## config.mk

```make
export PLATFORM = sky130hd
export DESIGN_NAME = uart_tx_arbiter
export DESIGN_NICKNAME = d
export VERILOG_FILES = /design/src/rtl/uart_tx_arbiter.sv
export SDC_FILE = /design/constraint.sdc
export NUM_CORES = 1
export LEC_CHECK = 0
export ABC_AREA = 1
export BUFFER_PORTS_ARGS = -buffer_cell sky130_fd_sc_hd__buf_4
export CAP_MARGIN = 5
export CORE_UTILIZATION = 45
export DETAILED_ROUTE_END_ITERATION = 10
export HOLD_SLACK_MARGIN = 0.1
export PLACE_DENSITY = 0.81
export SLEW_MARGIN = 0
export SYNTH_ARGS = -nofsm -noshare
export SYNTH_HDL_FRONTEND = slang
export SYNTH_SLANG_ARGS = --single-unit
```

## constraint.sdc

```tcl
create_clock -name clk -period 5.4 [get_ports clk]
set_clock_uncertainty 0.2 [all_clocks]
set_input_delay 0 -clock clk [delete_from_list [all_inputs] [get_ports clk]]
set_output_delay 0 -clock clk [all_outputs]
set_load 0.005 [all_outputs]
```

## src/rtl/uart_tx_arbiter.sv

```systemverilog
// Round-robin arbiter sharing one UART TX serializer among NREQ byte sources.
// Grants one source at a time, pulses tx_rq, and reports completion or start timeout.
`timescale 1ns/1ps

module uart_tx_arbiter #(
    parameter int unsigned NREQ         = 4,
    parameter int unsigned SIZE         = 8,
    parameter int unsigned BUSY_TIMEOUT = 16
) (
    input  logic                      clk,
    input  logic                      reset,
    input  logic [NREQ-1:0]           req_valid,
    input  logic [NREQ*SIZE-1:0]      req_data,
    output logic [NREQ-1:0]           req_ready,
    output logic [NREQ-1:0]           done,
    output logic                      tx_rq,
    output logic [SIZE-1:0]           tx_data,
    input  logic                      tx_busy,
    output logic [$clog2(NREQ)-1:0]   grant_id,
    output logic                      timeout_err
);

    localparam int unsigned PW = $clog2(NREQ);
    localparam int unsigned TW = $clog2(BUSY_TIMEOUT);

    typedef enum logic [2:0] {
        IDLE,
        ISSUE,
        WAIT_START,
        WAIT_END,
        DONE
    } state_t;

    state_t          state;
    logic [PW-1:0]   ptr;
    logic [TW-1:0]   timer;

    logic [SIZE-1:0] src_byte [NREQ];
    logic            win_found;
    logic [PW-1:0]   win_idx;
    int unsigned     scan_idx;

    for (genvar g = 0; g < NREQ; g++) begin : g_unpack
        assign src_byte[g] = req_data[g*SIZE +: SIZE];
    end

    // First valid source scanning ptr, ptr+1, ... with explicit wrap so non-power-of-2 NREQ works.
    always_comb begin
        win_found = 1'b0;
        win_idx   = '0;
        scan_idx  = 0;
        for (int unsigned k = 0; k < NREQ; k++) begin
            scan_idx = 32'(ptr) + k;
            if (scan_idx >= NREQ) begin
                scan_idx = scan_idx - NREQ;
            end
            if (!win_found && req_valid[PW'(scan_idx)]) begin
                win_found = 1'b1;
                win_idx   = PW'(scan_idx);
            end
        end
    end

    // Scheduler FSM; pulse outputs default low each cycle.
    always_ff @(posedge clk or posedge reset) begin
        if (reset) begin
            state       <= IDLE;
            ptr         <= '0;
            timer       <= '0;
            req_ready   <= '0;
            done        <= '0;
            tx_rq       <= 1'b0;
            tx_data     <= '0;
            grant_id    <= '0;
            timeout_err <= 1'b0;
        end else begin
            req_ready   <= '0;
            done        <= '0;
            tx_rq       <= 1'b0;
            timeout_err <= 1'b0;
            case (state)
                IDLE: begin
                    if (win_found && !tx_busy) begin
                        tx_data   <= src_byte[win_idx];
                        grant_id  <= win_idx;
                        req_ready <= NREQ'(1) << win_idx;
                        tx_rq     <= 1'b1;
                        state     <= ISSUE;
                    end
                end
                ISSUE: begin
                    timer <= '0;
                    state <= WAIT_START;
                end
                WAIT_START: begin
                    // A busy rise on the last timer cycle still counts as a start.
                    if (tx_busy) begin
                        state <= WAIT_END;
                    end else if (timer == TW'(BUSY_TIMEOUT - 1)) begin
                        timeout_err <= 1'b1;
                        done        <= NREQ'(1) << grant_id;
                        state       <= DONE;
                    end else begin
                        timer <= timer + TW'(1);
                    end
                end
                WAIT_END: begin
                    if (!tx_busy) begin
                        done  <= NREQ'(1) << grant_id;
                        state <= DONE;
                    end
                end
                DONE: begin
                    ptr   <= (grant_id == PW'(NREQ - 1)) ? '0 : grant_id + PW'(1);
                    state <= IDLE;
                end
                default: begin
                    state <= IDLE;
                end
            endcase
        end
    end

endmodule

```

After elaboration in Yosys (flattened, before gate mapping):

Cells that the tools add are included.

* magnitude comparators: 9
* bitwise operators: 1
* mux-type cells: 43
* equality and inequality tests: 11
* $add $sub $neg: 9
* shift-type cells: 2
* reduce and logical (&&, ||, !) cells: 13

Operator list (count)
* $mux W4: 7
* $mux W2: 9
* $bmux W8 S2: 1
* $mux W8: 2
* $pmux W4 S2: 2
* $mux W1: 13
* $ge A3 B3 Y1 const B: 4
* $lt A2 B3 Y1 const B: 4
* $mux W3: 4
* $pmux W3 S4: 1
* $bmux W1 S2: 4
* $ne A2 B2 Y1 const B: 4
* $shl A1 B2 Y4 const A: 2
* $sub A2 B1 Y2 const B: 4
* $add A2 B2 Y3 const B: 2
* $eq A3 B2 Y1 const B: 2
* $reduce_and A3 Y1: 2
* $add A4 B1 Y4 const B: 1
* $eq A4 B4 Y1 const B: 1
* $logic_and A1 B1 Y1: 4
* $logic_not A1 Y1: 4
* $add A2 B1 Y3 const B: 1
* $eq A3 B1 Y1 const B: 1
* $eq A3 B3 Y1 const B: 1
* 8 further kinds: 8

* word-level logic and storage cells: 97
* flip-flop bits (word level): 29

Logic depth before layout (Yosys ltp):

Gate-level depths: netlist (run 1).

* word-level depth: 18
* gate-level depth with buffers: 16
* mapped depth without buffers: 15

Worst setup path before layout (run 1):

OpenSTA, ideal clock, no wires.

* kind: register -> register
* start: register ptr[0]
* end: register tx_data[1]
* path buffers: 2
* cell stages (with the launch flop): 17
* setup time: 0.116 ns
* clock period less this slack: 1.897 ns
* required time: 5.084 ns
* arrival time: 1.581 ns
* path slack: 3.503 ns
* cell sequence: dfrtp_1 buf_6 nand2_1 nand2_4 nand2_1 nand2_1 nor2_4 nand3_2 nand2_4 nand2_8 buf_12 nand2_2 nand2_1 nand2_1 nand2_1 nand2_1 nand2_1

* longest elaborated chain between the ends: 18
* elaborated cells between the ends (all ways): 43
* those cells by class: add/sub: 7; order compare: 4; mux: 23; bitwise: 1; reduce/logical: 8

RTL lines
* start, declared: line 35 `logic [PW-1:0] ptr;`
* start signal, assigned: line 114 `ptr <= (grant_id == PW'(NREQ - 1)) ? '0 : grant_id + PW'(1);`
* branches (longest 18 deep; another with $add A2 B1 Y3)
* end signal, assigned: line 84 `tx_data <= src_byte[win_idx];`
* end, declared: line 17 `output logic [SIZE-1:0] tx_data,`

Several ways; the timed one is not identified. The select of a mux whose other input is x is not followed.
A chain may end at the register's enable or synchronous reset.

Final worst setup path (run 1):

* start: register ptr[0]
* end: register tx_data[0]

Same word-level chain as after synthesis.

==> results of run 1 <==
==> where the power goes <==
group	internal, mW	leakage [nW]	total (mW)	switching (mW)
Combinational	0.482	1.06	1.10	0.622
Sequential	0.293	0.381	0.358	0.0654
Clock	0.0887	0.0439	0.178	0.0893
Total	0.863	1.49	1.64	0.777
==> routing by layer <==
metal | global-route usage [%] | share of wire [%]
met1 | 26.6 | 42
met2 | 39.6 | 50
met3 | 5.14 | 5.2
met4 | 12.2 | 2.9
met5 | 0 | 0
==> cells by family after synthesis <==
kind of cell / count (synthesis) / synth area share [%]
and+or+nand+nor: 181 / 43.7
DFF: 29 / 38.7
AOI/OAI and AO/OA: 15 / 4.60
adders and majority gates: 5 / 3.33
buffers and inverters: 38 / 9.67
==> layout make-up <==
class | instances | area [µm²] | share of cell area [%]
Tap cell | 50 | 62.6 | 2.35
Clock inverter | 3 | 17.5 | 0.659
Sequential cell | 29 | 726 | 27.3
Inverter | 32 | 120 | 4.52
Timing Repair Buffer | 84 | 696 | 26.2
Clock buffer | 5 | 68.8 | 2.59
Multi-Input combinational cell | 201 | 970 | 36.5
==> state kept, by name, summed over array words and instances, names as in the netlist <==
name,cells
done,4
grant_id,2
ptr,2
req_ready,4
state,3
timeout_err,1
timer,4
tx_data,8
tx_rq,1
==> cell usage in the layout, fill, tap and decap left out <==
| master | instances |
|---|---|
| o21bai_1 | 1 |
| ha_1 | 5 |
| nand3_1 | 22 |
| o21ai_1 | 1 |
| clkinvlp_4 | 1 |
| nand2_8 | 1 |
| dlygate4sd3_1 | 26 |
| nor2_1 | 19 |
| nor3_1 | 5 |
| inv_1 | 29 |
| nor4_1 | 1 |
| o31ai_1 | 1 |
| nand3_2 | 2 |
| o21ai_0 | 5 |
| clkinv_2 | 2 |
| a21oi_1 | 5 |
| nor3_2 | 1 |
| o21ai_2 | 1 |
| clkbuf_8 | 5 |
| nand2_1 | 108 |
| nand2_2 | 16 |
| o21a_1 | 1 |
| nor2_4 | 1 |
| buf_4 | 58 |
| nand2_4 | 2 |
| inv_2 | 3 |
| nor2_2 | 2 |
| dfrtp_1 | 29 |
| nand4_1 | 1 |
==> worst register-to-register path: stages, from the launching register on <==
cell	delay [ps]
dfrtp_1	590
inv_2	160
nand2_1	100
nand2_1	90
nand2_2	90
nand2_2	50
nor2_1	180
nor2_2	90
nand2_4	220
nand2_8	160
nand2_2	90
nand2_1	50
dlygate4sd3_1	570
nand2_1	70
nand2_1	70
dlygate4sd3_1	590
nand2_1	70
nand2_1	50
==> worst paths after layout <==
path	from	end	cells past startpoint	slack (ps)
max	ptr[0]	tx_data[0]	17	1810
min	req_valid[3]	state[1]	9	230
max reg2reg	ptr[0]	tx_data[0]	17	1810
min reg2reg	state[0]	timeout_err	1	280
max in group asynchronous	reset	state[1]	3	3980
min in group asynchronous	reset	req_ready[0]	3	360
==> metrics by stage <==
| step | cells | power [mW] | cell area [µm²] | hold WS [ps] |
|---|---|---|---|---|
| 4_1_cts | 404 | 1.59 | 2660 | 220 |
| 6_report | 404 | 1.64 | 2660 | 229 |
| 3_5_place_dp | 370 | 1.22 | 2310 | 15.1 |
| 3_3_place_gp | 370 | 1.20 | 2310 | 12.5 |
| 2_1_floorplan | 268 | 1.05 | 1880 | -129 |
| 5_1_grt | 404 | 1.78 | 2660 | 271 |
==> impl_metrics.tcl, run 1 <==
set metrics [dict create \
    syn-cell-area_mm2 0.00188 \
    synthesis.nets 312 \
    fill_cells 335 \
    period_needed_ps 3590 \
    yosys_register_bits 29 \
    drv_cap 0 \
    dr.pass1.iters 7 \
    violations "design-rule violations" \
    cp_num_buf_inv 3 \
    cp.required_ps 5380 \
    cp.arrival_ps 3570 \
    num_rows 23 \
    cts_sinks 29 \
    crit_top_cell "nand2_1" \
    path_clk_slew_ps 70 \
    synth_top_cell_area_share_pct 38.7 \
    critPathTopFamily "simple AND/OR/NAND/NOR gates" \
    cts_hold_buf 26 \
    synth.distinct_cells 27 \
    cts-resized-gates 0 \
    core-area_mm2 0.00400 \
    remaining_drc_errors 2 \
    clockBufferDepth 2 \
    seq_area_frac_synth_pct 38.7 \
    place.port_buffers 58 \
    rsz0062_at_grt "no" \
    setup_viol 0 \
    power.leakage_nw 1.49 \
    syn_inst 268 \
    worst_skew_pair.late_latency_ps 280 \
    fin_setup_tns_ps 0 \
    slew_headroom_pct 26.0 \
    track_usage_pct 23.2 \
    start_util_pct 46.9 \
    htreeDepth 2 \
    crit_path_max_fanout 19 \
    ios 59 \
    grt_pass1_vias 1827 \
    slew_viol_final 0 \
    antenna_found_initial 0 \
    yosys.area.top_type "dfrtp_1" \
    dr_total_vias 1978 \
    antennaDiodeCount 0 \
    cp_slowest_cell "dfrtp_1" \
    cpPeakStageDelay_ps 590 \
    ys.flop_type "dfrtp_1" \
    tightest_slew_ps 1110 \
    synth_common_cells "nand2_1, dfrtp_1, inv_1" \
    area_growth_pct 41.7 \
    path_cells "inv_2 > nand2_1 > nand2_1 > nand2_2 > nand2_2 > nor2_1 > nor2_2 > nand2_4 > nand2_8 > nand2_2 > nand2_1 > dlygate4sd3_1 > nand2_1 > nand2_1 > dlygate4sd3_1 > nand2_1 > nand2_1" \
    worstSetupPathType "reg2reg" \
    avgRoutedWirePerCell_um 12.1 \
    drt_wl_total_um 4890 \
    outcome "finished with violations" \
    end_kind "register" \
    synth-warning-count 0 \
    power_density_mw_per_mm2 616 \
    fin_util_pct 66.5 \
    grt_max_degree 30 \
    synth.most_common_cell "nand2_1" \
    syn_avg_cell_area_um2 7.00 \
    die_area_mm2 0.00443 \
    dp_slack_ps 2600 \
    drt-initial-drc-count 104 \
    fmax_mhz 278 \
    synthTopCellsByArea "dfrtp_1, nand2_1, nand3_1, inv_1, nand2_2" \
    drive_above_1_share_pct 26.8 \
    vdd_ir_drop_max_v 0.000321 \
    finalCritPeriodShare_pct 66.5 \
    antenna_left 0 \
    async_flop_share_pct 100 \
    hp-class "in2reg" \
    synth_enable_flop_cells 0 \
    gp_congestion 0.829 \
    grt_pass1_wl_um 7700 \
    numCtsBuffers 5 \
    cts_setup_buffers 0 \
    nNetsFinal 397 \
    overflow 0 \
    die_w_um 66.6 \
    viasPerCell 4.90 \
    crit_path_start_kind "register" \
    hpwl_um 3170 \
    root_buffer "clkbuf_8" \
    cts_tree "done" \
    finalHoldViolCount 0 \
    die_h_um 66.6 \
    setup_ws_ps 1810 \
]
(Power assumes the default switching activity.)
==> inputs of run 2 (changes only) <==
--- a/config.mk
+++ b/config.mk
@@ -11,7 +11,7 @@
 export CORE_UTILIZATION = 45
 export DETAILED_ROUTE_END_ITERATION = 10
 export HOLD_SLACK_MARGIN = 0.1
-export PLACE_DENSITY = 0.81
+export PLACE_DENSITY = 0.84
 export SLEW_MARGIN = 0
 export SYNTH_ARGS = -nofsm -noshare
 export SYNTH_HDL_FRONTEND = slang
==> constraint.sdc (replaced) <==
create_clock -name clk -period 3.1 [get_ports clk]
set_clock_uncertainty 0.2 [all_clocks]
set_input_delay 0 -clock clk [delete_from_list [all_inputs] [get_ports clk]]
set_output_delay 0 -clock clk [all_outputs]
set_load 0.005 [all_outputs]
==> run 2 against run 1 <==
Total power rose by 76%. Highest routed layer unchanged. Largest power group unchanged. The run still ends with design-rule violations left. Critical endpoint is now tx_data[5]. Non-clock buffer count grew 9. Maximum frequency up 22%. Clock-buffer cell count grew 2.
==> impl_metrics.tcl, run 2 (same netlist as run 1, synthesis figures left out) <==
set metrics [dict create \
    antenna_found_initial 0 \
    power.leakage_nw 1.54 \
    slew_viol_final 0 \
    cp_slowest_cell "dlygate4sd3_1" \
    num_rows 23 \
    path_clk_slew_ps 70 \
    slew_headroom_pct 26.9 \
    ios 59 \
    violations "design-rule violations" \
    crit_path_max_fanout 19 \
    avgRoutedWirePerCell_um 13.7 \
    cts_sinks 29 \
    core-area_mm2 0.00400 \
    remaining_drc_errors 2 \
    fin_setup_tns_ps 0 \
    hp-class "in2reg" \
    gp_congestion 0.985 \
    crit_path_start_kind "register" \
    tightest_slew_ps 1090 \
    finalCritPeriodShare_pct 95.3 \
    cts_tree "done" \
    period_needed_ps 2950 \
    drt-initial-drc-count 182 \
    worstSetupPathType "reg2reg" \
    r2r_slack_ps 150 \
    layout_commonest_cell "nand2_1" \
    viasPerCell 5.14 \
    layout_common_cells "nand2_1, buf_4, dlygate4sd3_1" \
    path_cells "inv_2 > nand2_1 > nand3_1 > nand2_2 > nor2_1 > nor2_2 > nand2_4 > nand2_8 > nand2_2 > nand2_1 > dlygate4sd3_1 > nand2_1 > nand2_1 > nand2_1 > nand2_1" \
    die_h_um 66.6 \
    dpl.cell_count 371 \
    nNetsFinal 406 \
    finalNonFillerCells 413 \
    drv_cap 0 \
    multi_input_area_um2 975 \
    rsz0062_at_grt "no" \
    hpwl_um 3330 \
    clockBufferDepth 2 \
    fill_cells 296 \
    cp.required_ps 3070 \
    setup_viol 0 \
    drt_wl_total_um 5650 \
    antenna_left 0 \
    cp.arrival_ps 2920 \
    die_area_mm2 0.00443 \
    grt_max_degree 30 \
    vdd_ir_drop_max_v 0.000616 \
    power_density_mw_per_mm2 1050 \
    outcome "finished with violations" \
    drive_above_1_share_pct 26.7 \
    regMostFlops "tx_data" \
    grt_pass1_vias 2005 \
    regArea_um2 727 \
    overflow 0 \
    die_w_um 66.6 \
    antennaDiodeCount 0 \
    start_util_pct 46.9 \
    place.port_buffers 58 \
    worst_skew_pair.late_latency_ps 280 \
    dr.pass1.iters 8 \
    track_usage_pct 26.9 \
    largest_reg_flops 8 \
    root_buffer "clkbuf_8" \
    finalHoldViolCount 0 \
    grt_pass1_wl_um 8870 \
    end_kind "register" \
    htreeDepth 2 \
    dr_total_vias 2122 \
    crit_top_cell "nand2_1" \
    numCtsBuffers 5 \
    area_growth_pct 47.5 \
    cpPeakStageDelay_ps 600 \
    fmax_mhz 338 \
]
-- run 2: power breakdown --
part | total [mW] | leakage (nW) | internal (mW) | switching [mW]
clock | 0.345 | 0.0542 | 0.200 | 0.145
sequential | 0.634 | 0.380 | 0.511 | 0.122
combinational | 1.92 | 1.11 | 0.793 | 1.12
-- run 2: cell type report --
class / count / area share [%]
flip-flops and latches: 29 / 26.3
inverters: 32 / 4.34
clock buffers: 7 / 3.48
repair buffers: 93 / 28.3
multi-input cells: 201 / 35.2
clock inverters: 1 / 0.181
well taps: 50 / 2.26
-- run 2: through the flow --
| stage | total power [mW] | utilization (%) | hold WS (ps) | instance area [µm²] | setup slack [ps] |
|---|---|---|---|---|---|
| CTS | 2.78 | 69.1 | 207 | 2760 | 171 |
| global route | 3.13 | 69.2 | 285 | 2770 | 24.1 |
| global placement | 2.13 | 58.0 | 2.25 | 2320 | 604 |
| floorplan | 1.83 | - | -129 | 1880 | 1200 |
| finish | 2.89 | 69.2 | 233 | 2770 | 146 |
| detailed placement | 2.16 | 58.0 | 11.8 | 2320 | 601 |
-- run 2: worst paths after layout --
check	cells after the start	start	endpoint
max	15	ptr[0]	tx_data[5]
min	9	req_valid[3]	state[1]
max in group asynchronous	3	reset	ptr[0]
max reg2reg	15	ptr[0]	tx_data[5]
min in group asynchronous	3	reset	req_ready[3]
min reg2reg	2	tx_data[3]	tx_data[3]
-- run 2: worst max-delay path: cells and delay by family (launching register included) --
| kind | cells | cell delay [ps] |
|---|---|---|
| simple gates | 13 | 1340 |
| flops | 1 | 500 |
| buf+inv | 2 | 770 |
-- run 2: repair_timing --
item,CTS,global route
setup endpoints to repair,0,8
hold buffers,34,0
setup buffers,0,0
resized for setup,0,2
endpoints found under the hold margin,48,0
-- run 2: routing by layer --
layer,GRT usage (%),vias up,wire (µm)
li1,-,1011,-
met1,30.3,971,2190
met2,47.1,115,2890
met3,5.82,25,365
met4,13.8,0,211
met5,0,-,0
